## config.mk

```make
export PLATFORM = sky130hd
export DESIGN_NAME = tick_timer_flat
export DESIGN_NICKNAME = d
export VERILOG_FILES = /design/src/rtl/tick_timer_pkg.sv /design/src/rtl/tick_timer_if.sv /design/src/rtl/tc_edge_detect.sv /design/src/rtl/tick_timer.sv /design/src/flat_wrapper.sv
export SDC_FILE = /design/constraint.sdc
export NUM_CORES = 1
export LEC_CHECK = 0
export ABC_AREA = 1
export CORE_UTILIZATION = 40
export DETAILED_ROUTE_END_ITERATION = 6
export PLACE_DENSITY = 0.7
export SYNTH_ARGS = -nofsm -noshare
export SYNTH_HDL_FRONTEND = slang
export SYNTH_SLANG_ARGS = --single-unit
```

## constraint.sdc

```tcl
create_clock -name clk -period 3.69 [get_ports clk]
set_input_delay 0.738 -clock clk [delete_from_list [all_inputs] [get_ports clk]]
set_output_delay 0.738 -clock clk [all_outputs]
set_load 0.005 [all_outputs]
```

## src/rtl/tick_timer_pkg.sv

```systemverilog
// Shared types and constants for the tick_timer block.
package tick_timer_pkg;

    // Timer control states.
    typedef enum logic [1:0] {
        IDLE = 2'b00,
        RUN  = 2'b01,
        DONE = 2'b10
    } tt_state_e;

    // Values of the mode input.
    localparam logic TT_ONESHOT = 1'b0;
    localparam logic TT_AUTO    = 1'b1;

endpackage : tick_timer_pkg

```

## src/rtl/tick_timer_if.sv

```systemverilog
// Control/status bundle between the tick_timer and its host logic.
interface tick_timer_if #(
    parameter int WIDTH = 8
);
    logic             start;
    logic             stop;
    logic             mode;
    logic [WIDTH-1:0] period;
    logic             irq_ack;
    logic             busy;
    logic [WIDTH-1:0] value;
    logic             expire;
    logic             irq;
    logic             overrun;

    // Host side: issues commands, observes status.
    modport master (
        output start, stop, mode, period, irq_ack,
        input  busy, value, expire, irq, overrun
    );

    // Timer side: accepts commands, reports status.
    modport slave (
        input  start, stop, mode, period, irq_ack,
        output busy, value, expire, irq, overrun
    );

endinterface : tick_timer_if

```

## src/rtl/tc_edge_detect.sv

```systemverilog
// Registered rising-edge detector: rise is high for the first cycle a strobe
// is seen high, however long the strobe is then held.
module tc_edge_detect (
    input  logic clk,
    input  logic reset,
    input  logic in,
    output logic rise
);

    logic in_q;
    logic in_d;

    // Next value of the history register is simply the current input.
    always_comb begin
        in_d = in;
    end

    // History register; cleared in reset so a strobe already high on the
    // first cycle after reset still counts as an edge.
    always_ff @(posedge clk) begin
        if (!reset) begin
            in_q <= 1'b0;
        end else begin
            in_q <= in_d;
        end
    end

    assign rise = in & ~in_q;

endmodule : tc_edge_detect

```

## src/rtl/tick_timer.sv

```systemverilog
// Down-counting timer driven by prescaler wraps, with one-shot and
// auto-reload modes, a held interrupt and a sticky overrun flag.
module tick_timer
    import tick_timer_pkg::*;
#(
    parameter int WIDTH = 8
) (
    input  logic         clk,
    input  logic         reset,
    input  logic         tc,
    tick_timer_if.slave  bus
);

    localparam logic [WIDTH-1:0] ONE = WIDTH'(1);

    tt_state_e        state_q,   state_d;
    logic [WIDTH-1:0] value_q,   value_d;
    logic [WIDTH-1:0] period_q,  period_d;
    logic             mode_q,    mode_d;
    logic             busy_q,    busy_d;
    logic             expire_q,  expire_d;
    logic             irq_q,     irq_d;
    logic             overrun_q, overrun_d;

    logic tick;
    logic start_ok;
    logic expiry;

    tc_edge_detect u_tc_edge (
        .clk   (clk),
        .reset (reset),
        .in    (tc),
        .rise  (tick)
    );

    // Next-state, value datapath and flag logic.
    always_comb begin
        // NOTE: every signal written here gets a default first, so no path
        // through the case leaves one unassigned and infers a latch.
        state_d   = state_q;
        value_d   = value_q;
        period_d  = period_q;
        mode_d    = mode_q;
        expiry    = 1'b0;
        start_ok  = bus.start && (bus.period != '0);

        case (state_q)
            IDLE: begin
                if (start_ok) begin
                    value_d  = bus.period;
                    period_d = bus.period;
                    mode_d   = bus.mode;
                    state_d  = RUN;
                end
            end

            RUN: begin
                // stop beats start beats tick; a zero-period start is
                // ignored and the count carries on.
                if (bus.stop) begin
                    value_d = '0;
                    state_d = IDLE;
                end else if (start_ok) begin
                    value_d  = bus.period;
                    period_d = bus.period;
                    mode_d   = bus.mode;
                end else if (tick) begin
                    // Test for 1 before decrementing so value never wraps.
                    if (value_q == ONE) begin
                        expiry = 1'b1;
                        if (mode_q == TT_AUTO) begin
                            value_d = period_q;
                        end else begin
                            value_d = '0;
                            state_d = DONE;
                        end
                    end else begin
                        value_d = value_q - ONE;
                    end
                end
            end

            DONE: begin
                // Ticks are ignored while waiting for software.
                if (bus.stop) begin
                    value_d = '0;
                    state_d = IDLE;
                end else if (start_ok) begin
                    value_d  = bus.period;
                    period_d = bus.period;
                    mode_d   = bus.mode;
                    state_d  = RUN;
                end else if (bus.irq_ack && irq_q) begin
                    state_d = IDLE;
                end
            end

            default: begin
                value_d = '0;
                state_d = IDLE;
            end
        endcase

        busy_d    = (state_d == RUN);
        expire_d  = expiry;
        // A new expiry wins over a simultaneous acknowledge.
        irq_d     = expiry | (irq_q & ~bus.irq_ack);
        overrun_d = (expiry & irq_q & ~bus.irq_ack) | (overrun_q & ~bus.irq_ack);
    end

    // State and output registers with synchronous active-low reset.
    always_ff @(posedge clk) begin
        // NOTE: sequential state uses non-blocking assignments so every flop
        // samples the pre-edge values of the others.
        if (!reset) begin
            state_q   <= IDLE;
            value_q   <= '0;
            period_q  <= '0;
            mode_q    <= TT_ONESHOT;
            busy_q    <= 1'b0;
            expire_q  <= 1'b0;
            irq_q     <= 1'b0;
            overrun_q <= 1'b0;
        end else begin
            state_q   <= state_d;
            value_q   <= value_d;
            period_q  <= period_d;
            mode_q    <= mode_d;
            busy_q    <= busy_d;
            expire_q  <= expire_d;
            irq_q     <= irq_d;
            overrun_q <= overrun_d;
        end
    end

    assign bus.busy    = busy_q;
    assign bus.value   = value_q;
    assign bus.expire  = expire_q;
    assign bus.irq     = irq_q;
    assign bus.overrun = overrun_q;

endmodule : tick_timer

```

## src/flat_wrapper.sv

```systemverilog
// flat-port wrapper written by rule: the top's interface ports become plain ports
module tick_timer_flat import tick_timer_pkg::*;
#(
    parameter int WIDTH = 8
)
  (clk, reset, tc, bus_start, bus_stop, bus_mode, bus_period, bus_irq_ack, bus_busy, bus_value, bus_expire, bus_irq, bus_overrun);
  tick_timer_if #(.WIDTH(WIDTH)) bus_i ();
  input  logic clk;
  input  logic reset;
  input  logic tc;
  input wire logic [$bits(bus_i.start)-1:0] bus_start;
  input wire logic [$bits(bus_i.stop)-1:0] bus_stop;
  input wire logic [$bits(bus_i.mode)-1:0] bus_mode;
  input wire logic [$bits(bus_i.period)-1:0] bus_period;
  input wire logic [$bits(bus_i.irq_ack)-1:0] bus_irq_ack;
  output wire logic [$bits(bus_i.busy)-1:0] bus_busy;
  output wire logic [$bits(bus_i.value)-1:0] bus_value;
  output wire logic [$bits(bus_i.expire)-1:0] bus_expire;
  output wire logic [$bits(bus_i.irq)-1:0] bus_irq;
  output wire logic [$bits(bus_i.overrun)-1:0] bus_overrun;
  assign bus_i.start = bus_start;
  assign bus_i.stop = bus_stop;
  assign bus_i.mode = bus_mode;
  assign bus_i.period = bus_period;
  assign bus_i.irq_ack = bus_irq_ack;
  assign bus_busy = bus_i.busy;
  assign bus_value = bus_i.value;
  assign bus_expire = bus_i.expire;
  assign bus_irq = bus_i.irq;
  assign bus_overrun = bus_i.overrun;
  tick_timer #(.WIDTH(WIDTH)) u_core (.clk(clk), .reset(reset), .tc(tc), .bus(bus_i));
endmodule
```

## Word level (Yosys, flattened, before mapping)

Cells that the tools add are included.

- Add/sub/neg operators: 1
- Multiply operators: 0
- Div/mod/pow operators: 0
- Order comparisons: 0
- Eq/ne operators: 6
- Shift operators: 0
- Multiplexer cells: 29
- Bitwise operators: 9
- Reduce and logical (&&, ||, !) cells: 7

Operator list:

| operator | number |
|---|---|
| two-way mux 8 bit | 9 |
| one-hot mux 8 bit (3 select lines) | 1 |
| two-way mux 2 bit | 9 |
| one-hot mux 8 bit (2 select lines) | 1 |
| equality test 8 x 1 -> 1 bit (second input constant) | 1 |
| nonzero test 8 bit | 1 |
| subtractor 8 x 1 -> 8 bit (second input constant) | 1 |
| two-way mux 1 bit | 7 |
| one-hot mux 2 bit (3 select lines) | 1 |
| bitwise AND 1 bit | 5 |
| equality test 2 x 1 -> 1 bit (second input constant) | 2 |
| inequality test 4 x 2 -> 1 bit (second input constant) | 1 |
| equality test 2 bit (second input constant) | 1 |
| logical AND 1 bit | 2 |
| logical NOT 2 bit | 1 |
| inequality test 2 bit (second input constant) | 1 |
| inverter 1 bit | 2 |
| bitwise OR 1 bit | 2 |
| one-hot mux 1 bit (2 select lines) | 1 |
| AND reduction 2 bit | 1 |
| nonzero test 2 bit | 1 |
| OR reduction 2 bit | 1 |

- Flip-flop bits (word level): 24
- Bits in latches: 0
- Bits in writable memories: 0
- Memory bits (read-only): 0
- Bits of input ports: 15
- Output and inout bits: 12
- Logic and storage cells: 61
- Memories: 0

## Longest topological paths before layout

Gate-level depths: netlist (run 1).

- Depth in word-level cells: 9
- Gate-level depth with buffers: 13

## Hierarchy

A second synthesis (run 1) with hierarchy kept.

- Cell total of the unflattened synthesis: 232
- Area, all modules: 1540.2 um2

By module, submodules not included:

| module | times used | cells an instance | area each (um2) | seq. area each (um2) |
|---|---|---|---|---|
| tick_timer | 1 | 227 | 1502.7 | 460.4 |
| tc_edge_detect | 1 | 5 | 37.5 | 20.0 |

## Worst setup path before layout (run 1)

Ideal clock, no wire load.

- Kind: input to register
- From: in bus_stop
- To: reg u_core.value_q[1], in the netlist u_core.bus.value[1]
- Library setup time: 132 ps
- Arrival: 1653 ps
- Path slack: 1905 ps
- Stages on the path: 7
- Path through: inv_1 nand2_1 inv_1 nand3_1 clkinv_1 o21ai_0 a21oi_1

- Word-level cells in the longest chain between the ends: 2
- Elaborated cells between the ends (all ways): 4
- Classes of those cells: eq/ne: 1; mux: 3

RTL lines:

| element | line | RTL |
|---|---|---|
| start, declared | flat_wrapper.sv:12 | `input wire logic [$bits(bus_i.stop)-1:0] bus_stop;` |
| two-way mux 8 bit (on tied branches) | tick_timer.sv:85, tick_timer.sv:60 |  |
| one-hot mux 8 bit (3 select lines) | tick_timer.sv:47 | `case (state_q)` |
| end signal, assigned | tick_timer.sv:126 | `value_q <= value_d;` |
| end, declared | tick_timer.sv:17 | `logic [WIDTH-1:0] value_q, value_d;` |

Several ways; a longest one is shown, not always the timed one.
A chain may end at the register's enable or synchronous reset.

## Final worst setup path (run 1)

- From: in bus_period[2]
- To: reg u_core.value_q[5], in the netlist u_core.bus.value[5]

- Word-level cells in the longest chain between the ends: 5
- Elaborated cells between the ends (all ways): 8
- Classes of those cells: eq/ne: 1; mux: 5; reduce/logical: 2

RTL lines:

| element | line | RTL |
|---|---|---|
| start, declared | flat_wrapper.sv:14 | `input wire logic [$bits(bus_i.period)-1:0] bus_period;` |
| nonzero test 8 bit * | tick_timer.sv:45 | `start_ok = bus.start && (bus.period != '0);` |
| logical AND 1 bit * | tick_timer.sv:45 |  |
| two-way mux 8 bit (on tied branches) (2 in series) | -- |  |
| one-hot mux 8 bit (3 select lines) | tick_timer.sv:47 |  |

Every way passes the cells marked *; elsewhere a longest branch is shown, timed or not.

==> impl_results.md, run 1 <==
- First DRT Iteration DRCs: between 100 and 150
- Resized cells post-CTS: 0
- Clock latency on the worst-skew pair: 0.27 ns
- Buffers on Ports: 26
- Headroom to the max-slew limit: ~57%
- ANT nets after route: 0
- Pwr Density: 347 mW/mm^2
- Setup CP Type: input pin to flip-flop
- Clock root buffer: clkbuf_8
- Worst-path clk slew: 0.09 ns
- Syn Nets: between 200 and 300
- Min-delay worst type: flip-flop to flip-flop
- Setup_tns: 0 ns
- Initial antenna violation count: 0
- Setup Viol. Count Final: 0
- Routability cong.: just over 0.9
- Worst Setup End Kind: flip-flop
- Vias in the first global route: around 1400
- Top FF cell, synth: dfxtp_1
- Asr flop ratio synth: 0%
- RSZ-0062 raised after global routing: false
- Area Growth Syn to Fin: 22.4%
- Max frequency: around 420 MHz
- EDFF count, synth: 0
- Most common cell after layout, fill and taps aside: nand2_1
- Initial Utilization: 42.3%
- Final Hold Violating Endpoints: 0
- WL/cell: 12.4 um
- TritonCTS buffer count: 3
- Die Width: between 60 and 70 um
- Yosys cell types: 27
- Tcrit/Tclk final: 64.8%
- Final slew viol count: 0
- First-pass DRT Iterations: 4
- Num ports: 27
- Congestion Overflow GR: 0
- N_diodes: 0
- Worst path arrival time: about 2.5 ns
- All-Layer GR Usage: slightly above 20%
- Number of core rows: 22
- TritonCTS clock tree: yes
- Layout Nets: 294
- Cts hold-fix bufs: 0
- CTS sink cnt: 24
- Detail Placement HPWL: a little over 3 mm
- # placed instances: roughly 320
- Drt drc: 0
- Die height: around 64 um
- Total of max-cap violations: 0
- Synth Register Bits: 24
- Crit path time final: 2.39 ns
- Clock Tree Buf Depth: 2
- Largest net degree at the start of global routing: 21
- Outcome: finished clean
- Slew @ Worst Pin: between 0.6 and 0.7 ns
- Register area share after synthesis: 30.8%
- Share of layout cells above drive strength 1: between 5 and 6%
- DR vias: ~1600
- Drt via density: approximately 5.1
- # Post-CTS Setup Buffers: 0
- Layout Cells excl Fill: 320
- Worst-path maximum fanout: 15
- WP data required: about 3.8 ns
- Setup crit start kind: input pin
- Leak Pwr: approximately 0.87 nW
- Hold slack final: roughly 0.48 ns
- Synthesized area: 0.00156 mm^2
- Ys Warns: 0
- Die area: between 0.004 and 0.005 mm^2
- Final wirelength: between 3 and 4 mm
- First-pass GRT wire length: 6.71 mm
- Post-synthesis area per instance: about 6.3 um^2
- VDD IR max: a little under 300 uV
- Core Area: approximately 0.0037 mm^2
- Htree depth: 1
- Most frequent cells in the layout: nand2_1, inv_1, nand3_1
- Worst Skew: roughly 0.0011 ns
- Cell count after synthesis: between 200 and 250
sequential cells by signal, indices dropped and copies added, names as in the netlist:
name / cells
u_core.u_tc_edge.in_q: 1
u_core.bus.expire: 1
u_core.period_q: 8
u_core.bus.value: 8
u_core.mode_q: 1
u_core.bus.overrun: 1
u_core.bus.busy: 1
u_core.state_q: 2
u_core.bus.irq: 1
power by group:
part	internal (mW)	switching (mW)	total, mW	leakage [nW]
Clock	0.0954	0.0879	0.183	0.0288
Combinational	0.0750	0.107	0.182	0.641
Sequential	0.279	0.0188	0.297	0.198
Total	0.449	0.214	0.663	0.867
logic make-up (layout without fill, tap and decap cells):
family	Yosys count	count (layout)	synth area share (%)
compound gates	43	43	16.3
flops	24	24	30.8
simple gates	127	127	36.2
fa+ha+maj	6	6	4.81
buf+inv	46	72	11.9
cells in the mapped netlist, types with 2 or more instances:
library cell / number / area (um^2)
a221oi_1: 2 / 17.5
a211oi_1: 5 / 37.5
nand2_1: 60 / 225
dfxtp_1: 24 / 480
o21ai_1: 2 / 10.0
ha_1: 6 / 75.1
nor3_1: 2 / 10.0
nand3_1: 28 / 140
a21oi_1: 14 / 70.1
clkbuf_1: 2 / 7.51
o21ai_0: 15 / 75.1
nor2_2: 4 / 25.0
inv_1: 40 / 150
a31oi_1: 2 / 12.5
nand2_2: 2 / 12.5
nor2_1: 26 / 97.6
nand4_1: 2 / 12.5
final cells by class:
class	instances	area [um^2]
Tap cell	48	60.1
Timing Repair Buffer	26	260
Multi-Input combinational cell	176	893
Sequential cell	24	480
Fill cell	399	1780
Clock buffer	4	55.1
Inverter	42	160
worst max-delay path, cell delays in order:
cell,delay [ns]
clkdlybuf4s50_1,0.47
nor2_2,0.17
nand2_2,0.08
o21ai_4,0.39
nand3_1,0.23
nand2_1,0.20
inv_1,0.10
nand2_1,0.08
a21oi_1,0.06
per-stage QoR:
stage / util [%] / setup slack, ns / instance area (um^2) / total power, mW
finish: 51.8 / 1.30 / 1910 / 0.663
global route: 51.8 / 1.09 / 1910 / 0.705
CTS: 51.8 / 1.31 / 1910 / 0.665
detailed placement: 50.3 / 1.02 / 1850 / 0.484
global placement: 50.3 / 1.11 / 1850 / 0.485
floorplan: - / 1.90 / 1560 / 0.418
per-layer routing:
| metal | track usage, % | wire [um] |
|---|---|---|
| met5 | 0 | 0 |
| met4 | 4.17 | 55 |
| met3 | 3.87 | 213 |
| met2 | 35.5 | 1880 |
| met1 | 26.8 | 1810 |
path summary, 6_finish.rpt:
check | start | endpoint | slack [ns] | cells after the start
worst max register to register | u_core.state_q[1]$_SDFF_PN0_ | u_core.bus.value[1]$_SDFFE_PN0P_ | 1.83 | 8
worst min register to register | u_core.period_q[7]$_SDFFE_PN0P_ | u_core.period_q[7]$_SDFFE_PN0P_ | 0.48 | 2
worst max-delay path | bus_period[2] | u_core.bus.value[5]$_SDFFE_PN0P_ | 1.30 | 9
worst min-delay path | u_core.period_q[7]$_SDFFE_PN0P_ | u_core.period_q[7]$_SDFFE_PN0P_ | 0.48 | 2
Power figures use the tool's default switching activity.
==> run 2: changes to the inputs <==
Clock period 3.69 ns to 2.4 ns, I/O delays scaled along.
==> impl_results.md, run 2 (synthesis results as in run 1) <==
- Outcome: finished clean
- Leak Pwr: roughly 0.88 nW
- Clock latency on the worst-skew pair: between 0.2 and 0.3 ns
- Final Hold Violating Endpoints: 0
- Clock Tree Buf Depth: 2
- Die area: roughly 0.0042 mm^2
- First-pass DRT Iterations: 4
- ANT nets after route: 0
- Tcrit/Tclk final: roughly 80%
- Buffers on Ports: 26
- Top cell by count, worst path: nand2_1
- Worst Setup End Kind: flip-flop
- All-Layer GR Usage: 23.0%
- Die Width: 64.5 um
- Num ports: 27
- VDD IR max: 258 uV
- TritonCTS clock tree: yes
- Detail Placement HPWL: 3.24 mm
- Worst-path maximum fanout: 6
- Setup crit start kind: input pin
- DR vias: 1622
- First-pass GRT wire length: roughly 7.3 mm
- Pwr Density: approximately 530 mW/mm^2
- Total of max-cap violations: 0
- Worst path arrival time: 2.07 ns
- Final slew viol count: 0
- Clock root buffer: clkbuf_8
- Largest net degree at the start of global routing: 16
- Cts hold-fix bufs: 0
- Delay-heaviest family, CP: simple AND/OR/NAND/NOR gates
- Final wirelength: ~4.2 mm
- Initial Utilization: approximately 42%
- Crit path time final: approximately 1.9 ns
- Congestion Overflow GR: 0
- Htree depth: 1
- Setup CP Type: input pin to flip-flop
- Worst-path clk slew: ~0.080 ns
- Worst Skew: approximately 0.0057 ns
- Initial antenna violation count: 0
- Most frequent cells in the layout: nand2_1, inv_1, nand3_1
- N_diodes: 0
- Final core utilization: 52.4%
- Drt drc: 0
- Max frequency: ~520 MHz
- Setup_tns: 0 ns
- Die height: 64.5 um
- Resized cells post-CTS: 0
- Setup Viol. Count Final: 0
- Vias in the first global route: 1599
- Slew @ Worst Pin: 0.405 ns
- CP Buf/Inv Count: 2
- Core Area: between 0.003 and 0.004 mm^2
- Routability cong.: 0.900
- Layout Nets: between 200 and 300
- Critical Path Slowest Stage Cell: clkdlybuf4s50_1
- RSZ-0062 raised after global routing: false
- # fillers: roughly 410
- CTS sink cnt: 24
- Share of layout cells above drive strength 1: 6.91%
- Peak per-stage delay on the critical path: between 0.4 and 0.5 ns
- Min-delay worst type: flip-flop to flip-flop
- WP data required: ~2.6 ns
- Most common cell after layout, fill and taps aside: nand2_1
- Headroom to the max-slew limit: approximately 73%
- TritonCTS buffer count: 3
- Area Growth Syn to Fin: 23.8%
- Crit path cell chain: clkdlybuf4s50_1 > nor2_2 > nand2_2 > o21ai_4 > nand3_1 > nand2_1 > inv_1 > nand2_1 > a21oi_1
- Drt via density: 5.02
- Number of core rows: 22
- WL/cell: between 10 and 15 um
- First DRT Iteration DRCs: 94
- # Post-CTS Setup Buffers: 0
[run 2: metrics by stage]
| step | hold WS [ns] | setup WS (ns) | instances | total power [mW] | cell area, um^2 |
|---|---|---|---|---|---|
| after floorplan | 0.434 | 0.821 | 246 | 0.643 | 1560 |
| after global placement | 0.469 | 0.260 | 319 | 0.750 | 1880 |
| after detailed placement | 0.460 | 0.220 | 319 | 0.748 | 1880 |
| after CTS | 0.472 | 0.506 | 323 | 1.03 | 1930 |
| after global routing | 0.498 | 0.352 | 323 | 1.09 | 1930 |
| final | 0.475 | 0.477 | 323 | 1.02 | 1930 |
[run 2: tightest hold or removal path, stage by stage (launching register included)]
cell     delay, ns
dfxtp_1       0.32
nand2_1       0.06
a21oi_1       0.05
[run 2: path summary, 6_finish.rpt]
kind | cells after the start | from | end | slack, ns
min | 2 | u_core.period_q[7]$_SDFFE_PN0P_ | u_core.period_q[7]$_SDFFE_PN0P_ | 0.48
max reg2reg | 8 | u_core.state_q[0]$_SDFF_PN0_ | u_core.bus.value[0]$_SDFFE_PN0P_ | 0.62
max | 9 | bus_period[0] | u_core.bus.value[5]$_SDFFE_PN0P_ | 0.48
min reg2reg | 2 | u_core.period_q[7]$_SDFFE_PN0P_ | u_core.period_q[7]$_SDFFE_PN0P_ | 0.48
[run 2: cell type report]
class                           count  area, um^2  share of cell area, %
Inverter                           42         160                   8.29
Sequential cell                    24         480                   24.9
Tap cell                           48        60.1                   3.11
Timing Repair Buffer               29         283                   14.6
Clock buffer                        4        55.1                   2.85
Multi-Input combinational cell    176         893                   46.2
[run 2: metal layers]
metal / track usage [%] / vias up / part of all wire (%)
li1: - / 850 / -
met1: 29.0 / 732 / 48
met2: 38.6 / 31 / 47
met3: 3.70 / 9 / 3.5
met4: 9.44 / 0 / 2.1
met5: 0 / - / 0
[run 2: power breakdown]
part | total [mW] | switching [mW] | internal, mW
clock | 0.278 | 0.131 | 0.147
combinational | 0.286 | 0.168 | 0.119
sequential | 0.456 | 0.0280 | 0.428
total | 1.02 | 0.327 | 0.694
==> run 3: changes to the inputs <==
Clock period 2.4 ns to 1.96 ns, I/O delays scaled along.
==> impl_results.md, run 3 (synthesis results as in run 1) <==
- Outcome: finished clean
- Slew @ Worst Pin: roughly 0.4 ns
- Pwr Density: slightly below 700 mW/mm^2
- Worst path arrival time: 1.33 ns
- First DRT Iteration DRCs: roughly 160
- WL/cell: around 12 um
- WP data required: 1.57 ns
- Headroom to the max-slew limit: around 73%
- Max frequency: 580 MHz
- Leak Pwr: approximately 0.96 nW
- Crit path time final: roughly 1.7 ns
- Die area: approximately 0.0042 mm^2
- Hold Path Depth: 2
- N_diodes: 0
- Core Area: roughly 0.0037 mm^2
- Htree depth: 1
- Number of core rows: 22
- Post-Place Cell Area: between 0.0015 and 0.002 mm^2
- R2R cell count: 8
- Vias in the first global route: about 1600
- CTS sink cnt: 24
- Hold slack final: around 0.48 ns
- Setup crit start kind: flip-flop
- Worst-path clk slew: 0.09 ns
- Fin area: 0.00205 mm^2
- Min-delay worst type: flip-flop to flip-flop
- Most common cell after layout, fill and taps aside: nand2_1
- Hold Crit Endpoint: u_core.period_q[6]$_SDFFE_PN0P_
- Reg2reg start: u_core.state_q[0]$_SDFF_PN0_
- Largest net degree at the start of global routing: 16
- Cts hold-fix bufs: 0
- Area Growth Syn to Fin: 31.6%
- DR vias: ~1700
- First-pass DRT Iterations: 5
- Final core utilization: between 50 and 60%
- All-Layer GR Usage: between 20% and 30%
- Setup Viol. Count Final: 0
- Final wirelength: between 4 and 5 mm
- First-pass GRT wire length: between 7 and 8 mm
- Total of max-cap violations: 0
- Die height: 64.5 um
- Final setup margin: roughly 0.24 ns
- Critical Path Stages: 1
- Detail Placement HPWL: between 3 and 4 mm
- ANT nets after route: 0
- Initial Utilization: between 40 and 50%
- Worst Setup End Kind: output port
- RSZ-0062 raised after global routing: false
- Drt drc: 0
- Num ports: 27
- Setup CP Type: flip-flop to output port
- CP Buf/Inv Count: 1
- Worst Skew: approximately 0.0046 ns
- Crit path cell chain: clkdlybuf4s50_1
- Most frequent cells in the layout: nand2_1, inv_1, nand3_1
- Tcrit/Tclk final: roughly 88%
- Clock Tree Buf Depth: 2
- Hold path start: u_core.period_q[6]$_SDFFE_PN0P_
- Final slew viol count: 0
- Peak per-stage delay on the critical path: 0.56 ns
- Layout Nets: around 310
- Clock latency on the worst-skew pair: between 0.2 and 0.3 ns
- Drt via density: just over 5
- Overall Power: ~1.4 mW
- Flop2flop setup slack: about 0.24 ns
- Setup WS pre-CTS: -0.0557 ns
- TritonCTS clock tree: yes
- TritonCTS buffer count: 3
- Resized cells post-CTS: 0
- Initial antenna violation count: 0
- Routability cong.: ~0.9
- Critical Path Slowest Stage Cell: clkdlybuf4s50_1
- Congestion Overflow GR: 0
- Final Hold Violating Endpoints: 0
- # Post-CTS Setup Buffers: 0
- VDD IR max: ~500 uV
- Die Width: about 64 um
- Share of layout cells above drive strength 1: 11.4%
- Worst-path maximum fanout: 7
- Worst r2r dst: u_core.bus.value[0]$_SDFFE_PN0P_
- Buffers on Ports: 26
- Clock root buffer: clkbuf_8
- Delay-heaviest family, CP: buffers and inverters
run 3: cell count changes in the layout (fill, tap and decap cells not counted):
cell	previous run	this run
buf_4	3	17
clkbuf_8	4	3
bufinv_16	0	1
run 3: worst max path at each step:
| stage | start | to | slack (ns) |
|---|---|---|---|
| after floorplan | u_core.state_q[1]$_SDFF_PN0_ | u_core.bus.value[1]$_SDFFE_PN0P_ | 0.38 |
| after global placement | bus_period[5] | u_core.bus.busy$_SDFF_PN0_ | -0.01 |
| after detailed placement | bus_period[2] | u_core.bus.busy$_SDFF_PN0_ | -0.06 |
| after CTS | u_core.bus.value[3]$_SDFFE_PN0P_ | bus_value[3] | 0.23 |
| after global routing | bus_period[3] | u_core.bus.busy$_SDFF_PN0_ | 0.05 |
| final | u_core.bus.value[3]$_SDFFE_PN0P_ | bus_value[3] | 0.24 |
run 3: where the power goes:
group / leakage (nW) / switching (mW) / total [mW] / internal [mW]
Sequential: 0.198 / 0.0352 / 0.560 / 0.524
Combinational: 0.723 / 0.205 / 0.367 / 0.162
Clock: 0.0357 / 0.181 / 0.455 / 0.274
run 3: per-layer routing:
layer  wire (um)  vias to the layer above  track usage [%]
met2        2020                       53             37.2
met1        1910                      769             29.8
met5           0                        -                0
li1            -                      881                -
met3         236                        6             4.58
met4          48                        0             6.39
run 3: final cells by class:
type / instances / area [um^2]
Timing Repair Buffer: 43 / 388
Sequential cell: 24 / 480
Inverter: 42 / 160
Tap cell: 48 / 60.1
Fill cell: 376 / 1640
Clock buffer: 3 / 41.3
Multi-Input combinational cell: 176 / 893
Clock inverter: 1 / 30.0
run 3: metrics by stage:
step / setup TNS [ns] / std cells
2_1_floorplan: 0 / 246
6_report: 0 / 337
3_5_place_dp: -0.163 / 333
5_1_grt: 0 / 337
4_1_cts: 0 / 337
3_3_place_gp: -0.0232 / 333
==> edit 1: new RTL, config.mk and constraints of run 2 <==
`WIDTH` is set to 8 in 3 places; all go to 12.
--- a/src/rtl/tick_timer_if.sv
+++ b/src/rtl/tick_timer_if.sv
@@ -2,3 +2,3 @@
 interface tick_timer_if #(
-    parameter int WIDTH = 8
+    parameter int WIDTH = 12
 );
--- a/src/rtl/tick_timer.sv
+++ b/src/rtl/tick_timer.sv
@@ -5,3 +5,3 @@
 #(
-    parameter int WIDTH = 8
+    parameter int WIDTH = 12
 ) (
--- a/src/flat_wrapper.sv
+++ b/src/flat_wrapper.sv
@@ -3,3 +3,3 @@
 #(
-    parameter int WIDTH = 8
+    parameter int WIDTH = 12
 )
Ports: changed (resized bus_period and bus_value); port bits go from 27 to 35. The function was not compared with the original's and may differ.
==> edit 1 against run 2 <==
Sequential cell count rose by 8; worst hold slack got worse by 0.016 ns; maximum frequency fell by 0.78%; critical endpoint is now u_core.bus.value[2]$_SDFFE_PN0P_; register-to-register slack got worse by 0.09 ns; worst setup slack got worse by 0.015 ns; clock power rose by 83%; sequential share of layout area fell by 1.6 points; total power rose by 54%; area after synthesis rose by 44%; routed wire length rose by 42%; design area rose by 43%.
==> edit 1: results (changes against run 2) <==
clk_lat worst skew=0.29 ns (was 0.27 ns); vias in the first global route=2169 (was 1599); via count=2307 (was 1622); wl on met1=2.84 mm (was 1.99 mm); reg-to-reg slack, setup=0.53 ns (was 0.62 ns); PD cells=571 mW/mm^2 (was 528 mW/mm^2); Hold Crit Start=u_core.period_q[10]$_SDFFE_PN0P_ (was u_core.period_q[7]$_SDFFE_PN0P_); WL met3=379 um (was 148 um); register area share after synthesis=28.6% (was 30.8%); DRT Wirelength=5.92 mm (was 4.18 mm); first-pass GRT wire length=10.1 mm (was 7.34 mm); layout cells sized above 1=10.9% (was 6.91%); combinational power=447 uW (was 286 uW); cell count after placement=455 (was 319); status=complete, no violations (unchanged); Critical Path AT=2.12 ns (was 2.07 ns); H-Tree Depth=2 (was 1); GP Congestion=0.974 (was 0.900); clk_skew=0.0104 ns (was 0.00573 ns); Distinct cells, synth=34 (was 27); wire length per cell=12.8 um (was 12.9 um); reg2reg end=u_core.bus.value[6]$_SDFFE_PN0P_ (was u_core.bus.value[0]$_SDFFE_PN0P_); synth top area cells=dfxtp_1, nand2_1, nand3_1, inv_1, nor2_1 (was dfxtp_1, nand2_1, inv_1, nand3_1, nor2_1); WHS Endpoint=u_core.period_q[10]$_SDFFE_PN0P_ (was u_core.period_q[7]$_SDFFE_PN0P_); pre-CTS setup slack=0.177 ns (was 0.220 ns); commonest cells in the netlist=nand2_1, inv_1, nand3_1, nor2_1, dfxtp_1 (unchanged); Worst R2R Start=u_core.bus.value[1]$_SDFFE_PN0P_ (was u_core.state_q[0]$_SDFF_PN0_); Max IR drop VDD=0.000329 V (was 0.000258 V); Num CTS Buffers=5 (was 3); worst r2r path cells=12 (was 8); syn_nets=380 (was 267); DR WL met2=2.64 mm (was 1.95 mm); largest net degree at the start of global routing=18 (was 16)
-- edit 1: cell count changes in the layout (fill, tap and decap cells not counted), moves of 5 or more --
cell and change:
a211oi_1 -5, clkdlybuf4s50_1 +8, dfxtp_1 +8, inv_1 +5, inv_2 +5, nand2_1 +42, nand3_1 +14, nor2_1 +12
-- edit 1: cell families after synthesis --
group / share of synthesized area, %
buf+inv: 13.0
simple gates: 38.7
xor+xnor: 1.56
flops: 28.6
fa+ha+maj: 3.35
compound gates: 14.8
-- edit 1: worst register-to-register path: stages, from the launching register on --
cell,delay (ns)
dfxtp_1,0.35
inv_1,0.10
ha_1,0.14
nand2_1,0.07
nor2_2,0.14
nand2_2,0.09
nor2_4,0.26
nand2_1,0.17
nor2_1,0.15
o21ai_0,0.10
nand2_1,0.07
nand2_1,0.05
a21oi_2,0.10
-- edit 1: metrics by stage --
step / hold WS [ns] / instance area [um^2]
5_1_grt: 0.486 / 2750
3_3_place_gp: 0.438 / 2650
3_5_place_dp: 0.447 / 2650
2_1_floorplan: 0.424 / 2240
4_1_cts: 0.458 / 2750
6_report: 0.459 / 2750
-- edit 1: per-layer routing --
metal	vias up	GRT usage, %
met4	0	5.58
met1	1028	28.3
met5	-	0
met3	7	5.71
li1	1205	-
met2	67	34.7
-- edit 1: cell type report --
cell class / count / area (um^2)
multi-input combinational: 260 / 1310
inverter: 51 / 194
fill: 531 / 2480
timing repair buffer: 42 / 413
sequential: 32 / 641
clock buffer: 6 / 72.6
clock inverter: 2 / 35.0
tap: 70 / 87.6
==> edit 2: new RTL, flow settings as in run 2 <==
Made on the original files. Make the reset (`reset`) asynchronous in 2 clocked blocks. Comments in the files are not updated.
--- a/src/rtl/tc_edge_detect.sv
+++ b/src/rtl/tc_edge_detect.sv
@@ -19,3 +19,3 @@
     // first cycle after reset still counts as an edge.
-    always_ff @(posedge clk) begin
+    always_ff @(posedge clk or negedge reset) begin
         if (!reset) begin
--- a/src/rtl/tick_timer.sv
+++ b/src/rtl/tick_timer.sv
@@ -111,3 +111,3 @@
     // State and output registers with synchronous active-low reset.
-    always_ff @(posedge clk) begin
+    always_ff @(posedge clk or negedge reset) begin
         // NOTE: sequential state uses non-blocking assignments so every flop
Function: differs if reset is asserted again (counterexample within 4 cycles, from zero or initial values and one cycle with reset low); with reset held inactive, the same outputs for 10 cycles.
==> edit 2 against run 2 <==
Design area is 5.7% higher; first-iteration DRC count is 14% lower; area after synthesis grew 6.9%; routed wire length is 11% lower; worst setup slack improved by 0.067 ns; worst hold slack gained 0.019 ns; sequential cell count stayed put; utilization is 1.3 points lower; sequential share of layout area rose by 4.5 points.
Power is not compared: it rests on default switching activity, and its combinational part moved more than twofold at a synthesized area within 25%.
==> edit 2: results (changes against run 2) <==
status=complete, no violations (unchanged); largest net degree at the start of global routing=25 (was 16); Tcrit/Tclk final=77.3% (was 80.1%); reg2reg end=u_core.mode_q$_DFFE_PN0P_ (was u_core.bus.value[0]$_SDFFE_PN0P_); vias in the first global route=1418 (was 1599); wire length per cell=11.8 um (was 12.9 um); via count=1545 (was 1622); final net count=289 (was 297); Final Non-Filler Cells=317 (was 323); area fraction in compound gates after synthesis=9.98% (was 16.3%); register area share after synthesis=36.0% (was 30.8%); Worst Setup EP=u_core.period_q[1]$_DFFE_PN0P_ (was u_core.bus.value[5]$_SDFFE_PN0P_); Min Hold Slack=0.495 ns (was 0.475 ns); first-pass GRT wire length=6.38 mm (was 7.34 mm); Area after DPL=0.00199 mm^2 (was 0.00188 mm^2); GRT Overall Usage=18.7% (was 23.0%); CP startpoint=bus_period[3] (was bus_period[0]); worst r2r path cells=7 (was 8); GP Congestion=0.845 (was 0.900); layout cells sized above 1=12.4% (was 6.91%); Top FF cell, synth=dfrtp_1 (was dfxtp_1); post-synthesis xor/xnor area fraction=1.05% (was 0%); clk_skew=0.00320 ns (was 0.00573 ns); pre-CTS setup slack=0.268 ns (was 0.220 ns); WHS Endpoint=u_core.period_q[5]$_DFFE_PN0P_ (was u_core.period_q[7]$_SDFFE_PN0P_); Rel. slew slack=77.1% (was 72.8%); CP max stage delay=0.45 ns (was 0.47 ns); commonest cells in the netlist=nand2_1, inv_1, dfrtp_1, nor2_1, nand3_1 (was nand2_1, inv_1, nand3_1, nor2_1, dfxtp_1)
-- edit 2: cell count changes in the layout (fill, tap and decap cells not counted), sizes merged, moves of 3 or more --
cell,delta
mux2,+3
dfxtp,-24
a211oi,-5
nor2,-6
inv,-7
nand3,-8
o21ai,+3
dfrtp,+24
a21oi,-8
nand2,+21
-- edit 2: layer usage --
layer | global-route usage (%) | wire, um
met5 | 0 | 0
met4 | 5.59 | 63
met3 | 2.74 | 175
met2 | 28.9 | 1640
met1 | 26.5 | 1850
-- edit 2: area by class of cell --
class / instances / area, um^2
Timing Repair Buffer: 30 / 290
Tap cell: 50 / 62.6
Multi-Input combinational cell: 175 / 906
Inverter: 34 / 128
Fill cell: 412 / 1960
Clock buffer: 4 / 55.1
Sequential cell: 24 / 601
-- edit 2: kinds of logic (layout without fill, tap and decap cells) --
group           Yosys count  count (layout)
simple gates            134             134
compound gates           30              30
fa+ha+maj                 6               6
flops                    24              24
mux                       3               3
buf+inv                  39              68
xor+xnor                  2               2
